[config.mk]
export PLATFORM = sky130hd
export DESIGN_NAME = fnd_scan_ctrl_flat
export DESIGN_NICKNAME = d
export VERILOG_FILES = /design/src/rtl/fnd_scan_ctrl_if.sv /design/src/rtl/fnd_scan_ctrl.sv /design/src/flat_wrapper.sv
export SDC_FILE = /design/constraint.sdc
export NUM_CORES = 1
export LEC_CHECK = 0
export CAP_MARGIN = 20
export CORE_ASPECT_RATIO = 1.4
export CORE_UTILIZATION = 55
export DETAILED_ROUTE_END_ITERATION = 8
export GPL_TIMING_DRIVEN = 0
export PLACE_DENSITY = 0.85
export SYNTH_ARGS = -nofsm -noshare
export SYNTH_HDL_FRONTEND = slang
export SYNTH_SLANG_ARGS = --single-unit
[constraint.sdc]
create_clock -name i_clk -period 3.25 [get_ports i_clk]
set_input_delay 0.975 -clock i_clk [delete_from_list [all_inputs] [get_ports i_clk]]
set_output_delay 0.975 -clock i_clk [all_outputs]
set_load 0.01 [all_outputs]
[src/rtl/fnd_scan_ctrl_if.sv]
// Display-side bundle between the FND scan controller and the digit mux / anode drivers.
// master = scan controller, slave = upstream mux + pins; no flow control, levels only.
interface fnd_scan_ctrl_if;
  logic       i_en;
  logic [3:0] i_digit;
  logic [7:0] i_digit_en;
  logic [7:0] i_dp_mask;
  logic [2:0] o_sel;
  logic [7:0] o_an;
  logic [6:0] o_seg;
  logic       o_dp;
  logic       o_frame_tick;

  modport master (
    input  i_en, i_digit, i_digit_en, i_dp_mask,
    output o_sel, o_an, o_seg, o_dp, o_frame_tick
  );

  modport slave (
    output i_en, i_digit, i_digit_en, i_dp_mask,
    input  o_sel, o_an, o_seg, o_dp, o_frame_tick
  );
endinterface

[src/rtl/fnd_scan_ctrl.sv]
// 8-digit FND scanner: blank-then-show slots, hex to active-low 7-seg, one anode at a time.
// Latency: digit sampled at end of blank, visible next clock; no backpressure, free-running.
module fnd_scan_ctrl #(
  parameter int P_SLOT_CLKS  = 100000,
  parameter int P_BLANK_CLKS = 1000
) (
  input  logic                i_clk,
  input  logic                i_reset_n,
  fnd_scan_ctrl_if.master     bus
);

  localparam int CW = $clog2(P_SLOT_CLKS);
  localparam logic [CW-1:0] BLANK_LAST = CW'(P_BLANK_CLKS - 1);
  localparam logic [CW-1:0] SHOW_LAST  = CW'(P_SLOT_CLKS - P_BLANK_CLKS - 1);
  localparam logic [CW-1:0] CNT_ONE    = CW'(1);

  typedef enum logic {
    ST_BLANK = 1'b0,
    ST_SHOW  = 1'b1
  } state_t;

  state_t        state_q;
  logic [CW-1:0] cnt_q;
  logic [2:0]    sel_q;
  logic [7:0]    an_q;
  logic [6:0]    seg_q;
  logic [6:0]    seg_d;
  logic          dp_q;
  logic          tick_q;

  always_comb begin
    seg_d = 7'h7F;
    case (bus.i_digit)
      4'h0: seg_d = 7'h40;
      4'h1: seg_d = 7'h79;
      4'h2: seg_d = 7'h24;
      4'h3: seg_d = 7'h30;
      4'h4: seg_d = 7'h19;
      4'h5: seg_d = 7'h12;
      4'h6: seg_d = 7'h02;
      4'h7: seg_d = 7'h78;
      4'h8: seg_d = 7'h00;
      4'h9: seg_d = 7'h10;
      4'hA: seg_d = 7'h08;
      4'hB: seg_d = 7'h03;
      4'hC: seg_d = 7'h46;
      4'hD: seg_d = 7'h21;
      4'hE: seg_d = 7'h06;
      4'hF: seg_d = 7'h0E;
      default: seg_d = 7'h7F;
    endcase
  end

  always_ff @(posedge i_clk) begin
    if (!i_reset_n) begin
      state_q <= ST_BLANK;
      cnt_q   <= '0;
      sel_q   <= 3'd0;
      an_q    <= 8'hFF;
      seg_q   <= 7'h7F;
      dp_q    <= 1'b1;
      tick_q  <= 1'b0;
    end else if (!bus.i_en) begin
      // sel is held so re-enable resumes on the same digit after a full blank
      state_q <= ST_BLANK;
      cnt_q   <= '0;
      an_q    <= 8'hFF;
      tick_q  <= 1'b0;
    end else begin
      tick_q <= 1'b0;
      case (state_q)
        ST_BLANK: begin
          if (cnt_q == BLANK_LAST) begin
            state_q <= ST_SHOW;
            cnt_q   <= '0;
            seg_q   <= seg_d;
            dp_q    <= ~bus.i_dp_mask[sel_q];
            an_q    <= bus.i_digit_en[sel_q] ? ~(8'b1 << sel_q) : 8'hFF;
          end else begin
            cnt_q <= cnt_q + CNT_ONE;
          end
        end
        ST_SHOW: begin
          if (cnt_q == SHOW_LAST) begin
            state_q <= ST_BLANK;
            cnt_q   <= '0;
            an_q    <= 8'hFF;
            sel_q   <= sel_q + 3'd1;
            tick_q  <= (sel_q == 3'd7);
          end else begin
            cnt_q <= cnt_q + CNT_ONE;
          end
        end
        default: begin
          state_q <= ST_BLANK;
          cnt_q   <= '0;
        end
      endcase
    end
  end

  assign bus.o_sel        = sel_q;
  assign bus.o_an         = an_q;
  assign bus.o_seg        = seg_q;
  assign bus.o_dp         = dp_q;
  assign bus.o_frame_tick = tick_q;

endmodule

[src/flat_wrapper.sv]
// flat-port wrapper written by rule: the top's interface ports become plain ports
module fnd_scan_ctrl_flat 
#(
  parameter int P_SLOT_CLKS  = 100000,
  parameter int P_BLANK_CLKS = 1000
)
  (i_clk, i_reset_n, bus_i_en, bus_i_digit, bus_i_digit_en, bus_i_dp_mask, bus_o_sel, bus_o_an, bus_o_seg, bus_o_dp, bus_o_frame_tick);
  fnd_scan_ctrl_if bus_i ();
  input  logic i_clk;
  input  logic i_reset_n;
  input wire logic [$bits(bus_i.i_en)-1:0] bus_i_en;
  input wire logic [$bits(bus_i.i_digit)-1:0] bus_i_digit;
  input wire logic [$bits(bus_i.i_digit_en)-1:0] bus_i_digit_en;
  input wire logic [$bits(bus_i.i_dp_mask)-1:0] bus_i_dp_mask;
  output wire logic [$bits(bus_i.o_sel)-1:0] bus_o_sel;
  output wire logic [$bits(bus_i.o_an)-1:0] bus_o_an;
  output wire logic [$bits(bus_i.o_seg)-1:0] bus_o_seg;
  output wire logic [$bits(bus_i.o_dp)-1:0] bus_o_dp;
  output wire logic [$bits(bus_i.o_frame_tick)-1:0] bus_o_frame_tick;
  assign bus_i.i_en = bus_i_en;
  assign bus_i.i_digit = bus_i_digit;
  assign bus_i.i_digit_en = bus_i_digit_en;
  assign bus_i.i_dp_mask = bus_i_dp_mask;
  assign bus_o_sel = bus_i.o_sel;
  assign bus_o_an = bus_i.o_an;
  assign bus_o_seg = bus_i.o_seg;
  assign bus_o_dp = bus_i.o_dp;
  assign bus_o_frame_tick = bus_i.o_frame_tick;
  fnd_scan_ctrl #(.P_SLOT_CLKS(P_SLOT_CLKS), .P_BLANK_CLKS(P_BLANK_CLKS)) u_core (.i_clk(i_clk), .i_reset_n(i_reset_n), .bus(bus_i));
endmodule
==> results of run 1 <==
[worst paths after layout]
kind                                       from             endpoint  depth (start not counted)
worst max-delay path             bus_i_digit[0]  u_core.bus.o_seg[3]                          7
worst min-delay path            u_core.cnt_q[0]      u_core.cnt_q[0]                          1
worst max register to register  u_core.cnt_q[0]     u_core.cnt_q[11]                          6
worst min register to register  u_core.cnt_q[0]      u_core.cnt_q[0]                          1
[stage by stage]
stage / instances / utilization / hold WS (ns)
5_1_grt: 328 / 0.735 / 0.505
4_1_cts: 328 / 0.735 / 0.464
3_3_place_gp: 322 / 0.712 / 0.439
6_report: 328 / 0.735 / 0.458
3_5_place_dp: 322 / 0.712 / 0.449
2_1_floorplan: 238 / - / 0.429
[cells in the final DEF, fill, tap and decap left out, types with 2 or more instances in the layout]
| cell type | netlist | final |
|---|---|---|
| clkbuf_1 | 5 | 5 |
| clkbuf_8 | 0 | 6 |
| nand2b_1 | 3 | 3 |
| inv_1 | 14 | 14 |
| nand3_1 | 12 | 12 |
| buf_2 | 2 | 2 |
| a21oi_1 | 8 | 8 |
| nor4_1 | 2 | 2 |
| xnor2_1 | 7 | 7 |
| o211a_1 | 2 | 2 |
| nand4_1 | 5 | 5 |
| or2_2 | 2 | 2 |
| o22ai_1 | 4 | 4 |
| and4bb_2 | 2 | 2 |
| o311ai_0 | 2 | 2 |
| ha_1 | 13 | 13 |
| o31ai_1 | 3 | 3 |
| and3_1 | 9 | 9 |
| mux4_2 | 3 | 3 |
| o21ai_0 | 13 | 13 |
| and2_1 | 2 | 2 |
| dfxtp_1 | 38 | 38 |
| nor2_1 | 29 | 29 |
| nor3_1 | 4 | 4 |
| xor2_1 | 4 | 4 |
| and4_1 | 2 | 2 |
| mux2i_1 | 18 | 18 |
| clkdlybuf4s50_1 | 0 | 42 |
| or3_1 | 3 | 3 |
| nand2_1 | 11 | 11 |
[power by group through the flow]
stage          registers (mW)  logic [mW]  clock network [mW]
2_1_floorplan           0.478      0.0356                   0
3_3_place_gp            0.478      0.0716                   0
3_5_place_dp            0.478      0.0742                   0
4_1_cts                 0.468      0.0742               0.321
5_1_grt                 0.467      0.0811               0.338
6_report                0.468      0.0738               0.313
[kinds of logic (layout without fill, tap and decap cells)]
| kind of cell | after synthesis | count (layout) |
|---|---|---|
| compound gates | 39 | 39 |
| xor+xnor | 11 | 11 |
| fa+ha+maj | 13 | 13 |
| buf+inv | 23 | 71 |
| flops | 38 | 38 |
| mux | 21 | 21 |
| simple gates | 93 | 93 |
[critical path, delay by kind of cell]
kind | cells | cell delay, ns
fa+ha+maj | 1 | 0.30
simple gates | 1 | 0.14
mux | 1 | 0.44
compound gates | 1 | 0.10
buf+inv | 3 | 0.76
[final cells by class]
type,instances,area (sq um),share of cell area
Buffer,9,43.8,0.0162
Sequential cell,38,761,0.282
Multi-Input combinational cell,177,1290,0.477
Tap cell,42,52.6,0.0195
Clock buffer,6,82.6,0.0306
Timing Repair Buffer,42,420,0.156
Inverter,14,52.6,0.0195
[flip-flops by register name (all words and copies together) (netlist names)]
register                 flops
u_core.bus.o_an              8
u_core.bus.o_sel             3
u_core.bus.o_frame_tick      1
u_core.state_q               1
u_core.bus.o_seg             7
u_core.cnt_q                17
u_core.bus.o_dp              1
[per-layer routing]
| metal | share of wire | track usage | up-vias | wire length [microns] |
|---|---|---|---|---|
| li1 | - | - | 952 | - |
| met4 | 0.011 | 0.0798 | 0 | 50 |
| met2 | 0.54 | 0.411 | 34 | 2370 |
| met3 | 0.023 | 0.0359 | 5 | 99 |
| met1 | 0.42 | 0.258 | 891 | 1860 |
| met5 | 0 | 0 | - | 0 |
==> flow_summary.toml, run 1 <==
[outcome]
outcome = "completed"

[power]
power_frac_seq = 0.547
finalPower_mw = 0.855
internal_power_mw = 0.672
power.switching_mw = 0.183
p_sw_frac = 0.214
clkPwrFrac = 0.367
p_per_area_nw_per_um2 = 317
p_leak_nw = 1.00
power_frac_comb = 0.086
max-vdd-ir-drop_mv = 0.275

[synthesis]
synth_ff_type = "dfxtp_1"
synth_top_cell_by_area = "dfxtp_1"
async_reset_ff_frac = 0
synth_compound_area_frac = 0.125
synth_seq_area_share = 0.355
synth_seq_cells = 38
netlist_area_sq_um = 2140
synth_commonest_cells = "dfxtp_1 (38), nor2_1 (29), mux2i_1 (18)"
synthMuxAreaShare = 0.116
synth-simple-area-share = 0.239
synth-edff-count = 0
synth-xor-area-share = 0.0449
synthAdderAreaFrac = 0.0758
synthTopCellsByArea = "dfxtp_1 (35%), mux2i_1 (8.4%), ha_1 (7.6%)"
syn-num-nets = 274
synth_most_common_cell = "dfxtp_1"
syn_inst = 238
synth_top_area_share = 0.355
avgSynthCellArea_sq_um = 9.01
synth_top_family_by_area = "simple AND/OR/NAND/NOR gates"
synth_warnings = 0
synth.distinct_cells = 44

[finish]
n_fill_cell = 274
layout-drive-gt1-share = 0.0804
area_growth_pct = 25.9
nNetsFinal = 323
final_cell_area_sq_um = 2700
diodes = 0

[setup_path]
crit_path_end_kind = "flip-flop"
slowest_stage = "clkdlybuf4s50_1"
reg2reg_slack_ns = 1.26
cp_cell_sequence = "clkdlybuf4s50_1, inv_1, ha_1, inv_1, mux4_2, nor3_1, o21ai_0"
start_kind = "input pin"
crit_fanout = 6
crit_arrival_ns = 2.72
required_ns = 3.40
critPathKind = "input pin to flip-flop"
crit_path_frequent_cell = "inv_1"
max_stage_delay_ns = 0.58

[clock_tree]
numCtsBuffers = 5
worstSkewPairLatency_ns = 0.28
post_cts_buffers = 0
cts_resized = 0
clk_path_buf_depth = 2
clkSlewWorstSetupHoldPaths_ns = 0.07
postCtsHoldBufs = 0
cts_root_buf = "clkbuf_8"
htreeDepth = 2
clock_sinks = 38
cts_tree = "done"

[die]
core_sq_um = 3680
start_util = 0.583
io_pins = 43
rows = 26
die_x_microns = 54.8
dieArea_sq_um = 4160
die_h_microns = 75.9

[grt]
grt_pass1_wl_mm = 6.99
grt_overflow_total = 0
grt_max_degree = 11
track_usage = 0.227
antenna_found_initial = 0
grt_pass1_vias = 1716

[timing]
setup_viol = 0
fin_ws_ns = 0.675
tightest_slew_ns = 0.482
maxSlewHeadroom = 0.679
hold_violations = 0
post-route-period-util = 0.792
slew_violations = 0
fin_skew_ns = 0.00483
fmax_mhz = 388
rsz0062_at_grt = "no"
min_period_ns = 2.58
tns_ns = 0

[routing]
drtIter0Drc = 29
first_pass_iters = 4
via_count = 1882
drcViolationCount = 0
routedWlPerCell_microns = 13.3
via_per_inst = 5.74
drtAntennaViolNets = 0
wirelength_mm = 4.38

[min_path]
hp-class = "flip-flop to flip-flop"

[flow_run]
max_cap_violations = 0

[place]
pre_cts_slack_ns = 0.398
dp_hpwl_mm = 3.40
dpl_cell_area_sq_um = 2620
io_buffers = 42
routabilityCongestion = 0.882
Note: power is estimated with default switching activity, not from simulation.
==> inputs of run 2 (changes only) <==
- CORE_UTILIZATION: 55 -> 46
- PLACE_DENSITY: 0.85 -> 0.75
- clock period: 3.25 -> 2.2 ns (I/O delays scaled with it)
==> run 2 against run 1 <==
Largest cell class unchanged. Utilization decreased by 13 points. Worst setup slack got worse by 0.52 ns. Sequential cell count unchanged.
==> flow_summary.toml, run 2 (synthesized netlist as in run 1, its figures left out) <==
[clock_tree]
post_cts_buffers = 0
postCtsHoldBufs = 0
clk_path_buf_depth = 2
clock_sinks = 38
clkSlewWorstSetupHoldPaths_ns = 0.07
worstSkewPairLatency_ns = 0.29
numCtsBuffers = 5
cts_root_buf = "clkbuf_8"
cts_tree = "done"
htreeDepth = 2

[setup_path]
reg2reg_slack_ns = 0.15
crit_arrival_ns = 2.24
crit_fanout = 10
start_kind = "flip-flop"
required_ns = 2.39
crit_path_end_kind = "flip-flop"
r2r_cells = 6
critPathKind = "flip-flop to flip-flop"
r2r_start = "u_core.cnt_q[0]"
r2r_end = "u_core.cnt_q[10]"

[timing]
tightest_slew_ns = 0.484
fmax_mhz = 488
post-route-period-util = 0.931
min_period_ns = 2.05
fin_skew_ns = 0.00473
setup_viol = 0
whs_ns = 0.475
slew_violations = 0
maxSlewHeadroom = 0.677
tns_ns = 0
hold_violations = 0
rsz0062_at_grt = "no"

[finish]
final-instance-count-excl-fill = 350
final-seq-area_sq_um = 761
largest_register_ffs = 17
nNetsFinal = 323
n_fill_cell = 430
largest_register = "u_core.cnt_q"
diodes = 0
multi_input_area_sq_um = 1290
final_common_cell = "clkdlybuf4s50_1"
layout-drive-gt1-share = 0.0833
final_util = 0.607
layout_common_cells = "clkdlybuf4s50_1 (40), dfxtp_1 (38), nor2_1 (29)"
area_growth_pct = 27.4

[grt]
antenna_found_initial = 0
grt_pass1_wl_mm = 7.30
grt_pass1_vias = 1691
grt_max_degree = 12
grt_overflow_total = 0
track_usage = 0.196

[min_path]
min_path_cells = 1
hold_end = "u_core.cnt_q[0]"
hp-class = "flip-flop to flip-flop"
min_from = "u_core.cnt_q[0]"

[die]
rows = 29
die_x_microns = 59.7
io_pins = 43
die_h_microns = 82.8
start_util = 0.477
core_sq_um = 4500
dieArea_sq_um = 4940

[routing]
drtIter0Drc = 62
drtAntennaViolNets = 0
via_per_inst = 5.42
drcViolationCount = 0
routedWlPerCell_microns = 12.9
wirelength_mm = 4.53
via_count = 1897
first_pass_iters = 4

[place]
dp_hpwl_mm = 3.39
io_buffers = 42
routabilityCongestion = 0.800
placed_cells = 342

[power]
p_per_area_nw_per_um2 = 473
p_leak_nw = 1.01
max-vdd-ir-drop_mv = 0.268
finalPower_mw = 1.29

[outcome]
outcome = "completed"

[flow_run]
max_cap_violations = 0
## run 2: cell types whose count changed in the layout (fill, tap and decap cells not counted), sizes merged
cell           previous run  this run
clkdlybuf4s50            42        40
dlygate4sd2               0         2
clkbuf                   11        12
clkinv                    0         1
## run 2: critical path: stages, from the launching register on
cell	delay, ns
dfxtp_1	0.39
ha_1	0.23
and4bb_2	0.29
nand4_2	0.25
o221ai_2	0.51
buf_6	0.21
nor2_1	0.06
## run 2: layout make-up
| type | count | area share |
|---|---|---|
| plain buffers | 9 | 0.0160 |
| clock buffers | 7 | 0.0316 |
| clock inverters | 1 | 0.00183 |
| inverters | 14 | 0.0192 |
| multi-input cells | 177 | 0.471 |
| flip-flops and latches | 38 | 0.279 |
| well taps | 62 | 0.0284 |
| repair buffers | 42 | 0.153 |
## run 2: metrics by stage
| step | setup WS [ns] | area [sq um] |
|---|---|---|
| after floorplan | 0.424 | 2140 |
| after global placement | -0.280 | 2640 |
| after detailed placement | -0.322 | 2640 |
| after CTS | 0.164 | 2730 |
| after global routing | 0.00497 | 2730 |
| final | 0.151 | 2730 |
## run 2: timing repair
action	CTS	global route
endpoints found under the hold margin	0	0
gates resized for setup	2	0
endpoints found under the setup margin	1	0
## run 2: how the worst max path moves through the flow
stage	startpoint	end	slack, ns	depth (start not counted)
after floorplan	bus_i_digit[0]	u_core.bus.o_seg[3]	0.42	6
after global placement	bus_i_digit[1]	u_core.bus.o_seg[3]	-0.28	7
after detailed placement	bus_i_digit[0]	u_core.bus.o_seg[3]	-0.32	7
after CTS	u_core.cnt_q[0]	u_core.cnt_q[10]	0.16	6
after global routing	u_core.cnt_q[0]	u_core.cnt_q[5]	0.005	6
final	u_core.cnt_q[0]	u_core.cnt_q[10]	0.15	6
## run 2: report_power, final
part | internal (mW) | switching [mW] | leakage (nW) | total, mW
Sequential | 0.689 | 0.00188 | 0.307 | 0.691
Combinational | 0.0603 | 0.0480 | 0.654 | 0.108
Clock | 0.253 | 0.241 | 0.0482 | 0.493
Total | 1.00 | 0.291 | 1.01 | 1.29
## run 2: per-layer routing
| layer | wire length [microns] | vias up | global-route usage | part of all wire |
|---|---|---|---|---|
| met1 | 1950 | 902 | 0.218 | 0.43 |
| met3 | 117 | 8 | 0.0419 | 0.026 |
| met5 | 0 | - | 0 | 0 |
| met2 | 2360 | 32 | 0.346 | 0.52 |
| met4 | 97 | 0 | 0.0977 | 0.021 |
| li1 | - | 955 | - | - |
==> inputs of run 3 (changes only) <==
- MAX_ROUTING_LAYER: not set -> met4
==> run 3 against run 2 <==
Worst setup slack got worse by 0.0015 ns. Critical path type unchanged. Largest power group unchanged. Critical path depth unchanged. Combinational power about the same. Highest routed layer unchanged.
==> flow_summary.toml, run 3 (synthesized netlist as in run 1, its figures left out) <==
[outcome]
outcome = "completed"

[die]
core_sq_um = 4500
die_h_microns = 82.8
dieArea_sq_um = 4940
rows = 29
io_pins = 43
die_x_microns = 59.7
start_util = 0.477

[timing]
rsz0062_at_grt = "no"
setup_viol = 0
fin_ws_ns = 0.150
hold_violations = 0
min_period_ns = 2.05
slew_violations = 0
fmax_mhz = 488
maxSlewHeadroom = 0.677
post-route-period-util = 0.932
whs_ns = 0.475
tightest_slew_ns = 0.484
fin_skew_ns = 0.00478

[place]
dp_hpwl_mm = 3.39
pre_cts_slack_ns = -0.322
io_buffers = 42
routabilityCongestion = 0.811

[clock_tree]
clk_path_buf_depth = 2
cts_tree = "done"
clock_sinks = 38
htreeDepth = 2
clkSlewWorstSetupHoldPaths_ns = 0.07
numCtsBuffers = 5
cts_root_buf = "clkbuf_8"
worstSkewPairLatency_ns = 0.29

[min_path]
min_from = "u_core.cnt_q[0]"
hold_end = "u_core.cnt_q[0]"
hp-class = "flip-flop to flip-flop"
min_path_cells = 1

[grt]
grt_max_degree = 12
grt_overflow_total = 0
grt_pass1_wl_mm = 7.31
track_usage = 0.202
antenna_found_initial = 0
grt_pass1_vias = 1689

[routing]
first_pass_iters = 4
routedWlPerCell_microns = 12.9
via_count = 1896
wirelength_mm = 4.52
via_per_inst = 5.42
drcViolationCount = 0
drtIter0Drc = 62
drtAntennaViolNets = 0

[power]
p_per_area_nw_per_um2 = 473
clkPwrFrac = 0.382
power_frac_comb = 0.084
p_sw_frac = 0.225
max-vdd-ir-drop_mv = 0.268
p_leak_nw = 1.01
power_frac_seq = 0.535
power.switching_mw = 0.291
internal_power_mw = 1.00

[setup_path]
crit_path_end_kind = "flip-flop"
crit_fanout = 10
crit_arrival_ns = 2.24
critPathKind = "flip-flop to flip-flop"
r2r_start = "u_core.cnt_q[0]"
r2r_end = "u_core.cnt_q[10]"
required_ns = 2.39
r2r_cells = 6
reg2reg_slack_ns = 0.15
start_kind = "flip-flop"

[finish]
layout-drive-gt1-share = 0.0833
largest_register = "u_core.cnt_q"
final_common_cell = "clkdlybuf4s50_1"
nNetsFinal = 323
diodes = 0
area_growth_pct = 27.4
layout_common_cells = "clkdlybuf4s50_1 (40), dfxtp_1 (38), nor2_1 (29)"
largest_register_ffs = 17

[flow_run]
max_cap_violations = 0
==> run 3: power by group through the flow <==
stage               combinational (mW)  sequential (mW)  clock, mW
CTS                              0.109            0.691      0.505
finish                           0.108            0.691      0.493
detailed placement               0.110            0.707          0
floorplan                       0.0525            0.706          0
global placement                 0.108            0.707          0
global route                     0.120            0.691      0.528
==> run 3: how the worst max path moves through the flow <==
stage	slack (ns)	endpoint	from	cells after the start
detailed placement	-0.32	u_core.bus.o_seg[3]	bus_i_digit[0]	7
finish	0.15	u_core.cnt_q[10]	u_core.cnt_q[0]	6
global placement	-0.28	u_core.bus.o_seg[3]	bus_i_digit[1]	7
floorplan	0.42	u_core.bus.o_seg[3]	bus_i_digit[0]	6
global route	0.005	u_core.cnt_q[5]	u_core.cnt_q[0]	6
CTS	0.16	u_core.cnt_q[10]	u_core.cnt_q[0]	6
==> run 3: area by class of cell <==
type                       instances  area (sq um)
inverter                          14          52.6
tap                               62          77.6
clock inverter                     1          5.00
clock buffer                       7          86.3
timing repair buffer              42           418
fill                             430          1770
buffer                             9          43.8
multi-input combinational        177          1290
sequential                        38           761
==> run 3: stage by stage <==
| stage | power [mW] | instances | utilization | instance area, sq um | setup TNS [ns] |
|---|---|---|---|---|---|
| 2_1_floorplan | 0.759 | 238 | - | 2140 | 0 |
| 3_3_place_gp | 0.814 | 342 | 0.587 | 2640 | -0.986 |
| 3_5_place_dp | 0.817 | 342 | 0.587 | 2640 | -1.41 |
| 4_1_cts | 1.30 | 350 | 0.607 | 2730 | 0 |
| 5_1_grt | 1.34 | 350 | 0.607 | 2730 | 0 |
| 6_report | 1.29 | 350 | 0.607 | 2730 | 0 |
==> run 3: worst max-delay path, stage by stage, from the launching register on <==
cell and delay [ns]:
dfxtp_1 0.39, ha_1 0.23, and4bb_2 0.29, nand4_2 0.25, o221ai_2 0.51, buf_6 0.21, nor2_1 0.06
==> run 3: metal layers <==
layer  track usage  vias to the layer above  wire, microns
met5             -                        -              0
met4        0.0977                        0             97
met3        0.0419                        8            113
met2         0.346                       30           2360
met1         0.219                      904           1950
li1              -                      954              -
==> run 3: repair_timing <==
item,CTS,global route
setup endpoints to repair,1,0
endpoints found under the hold margin,0,0
buffers inserted,0,0
resized for setup,2,0
hold buffers,0,0
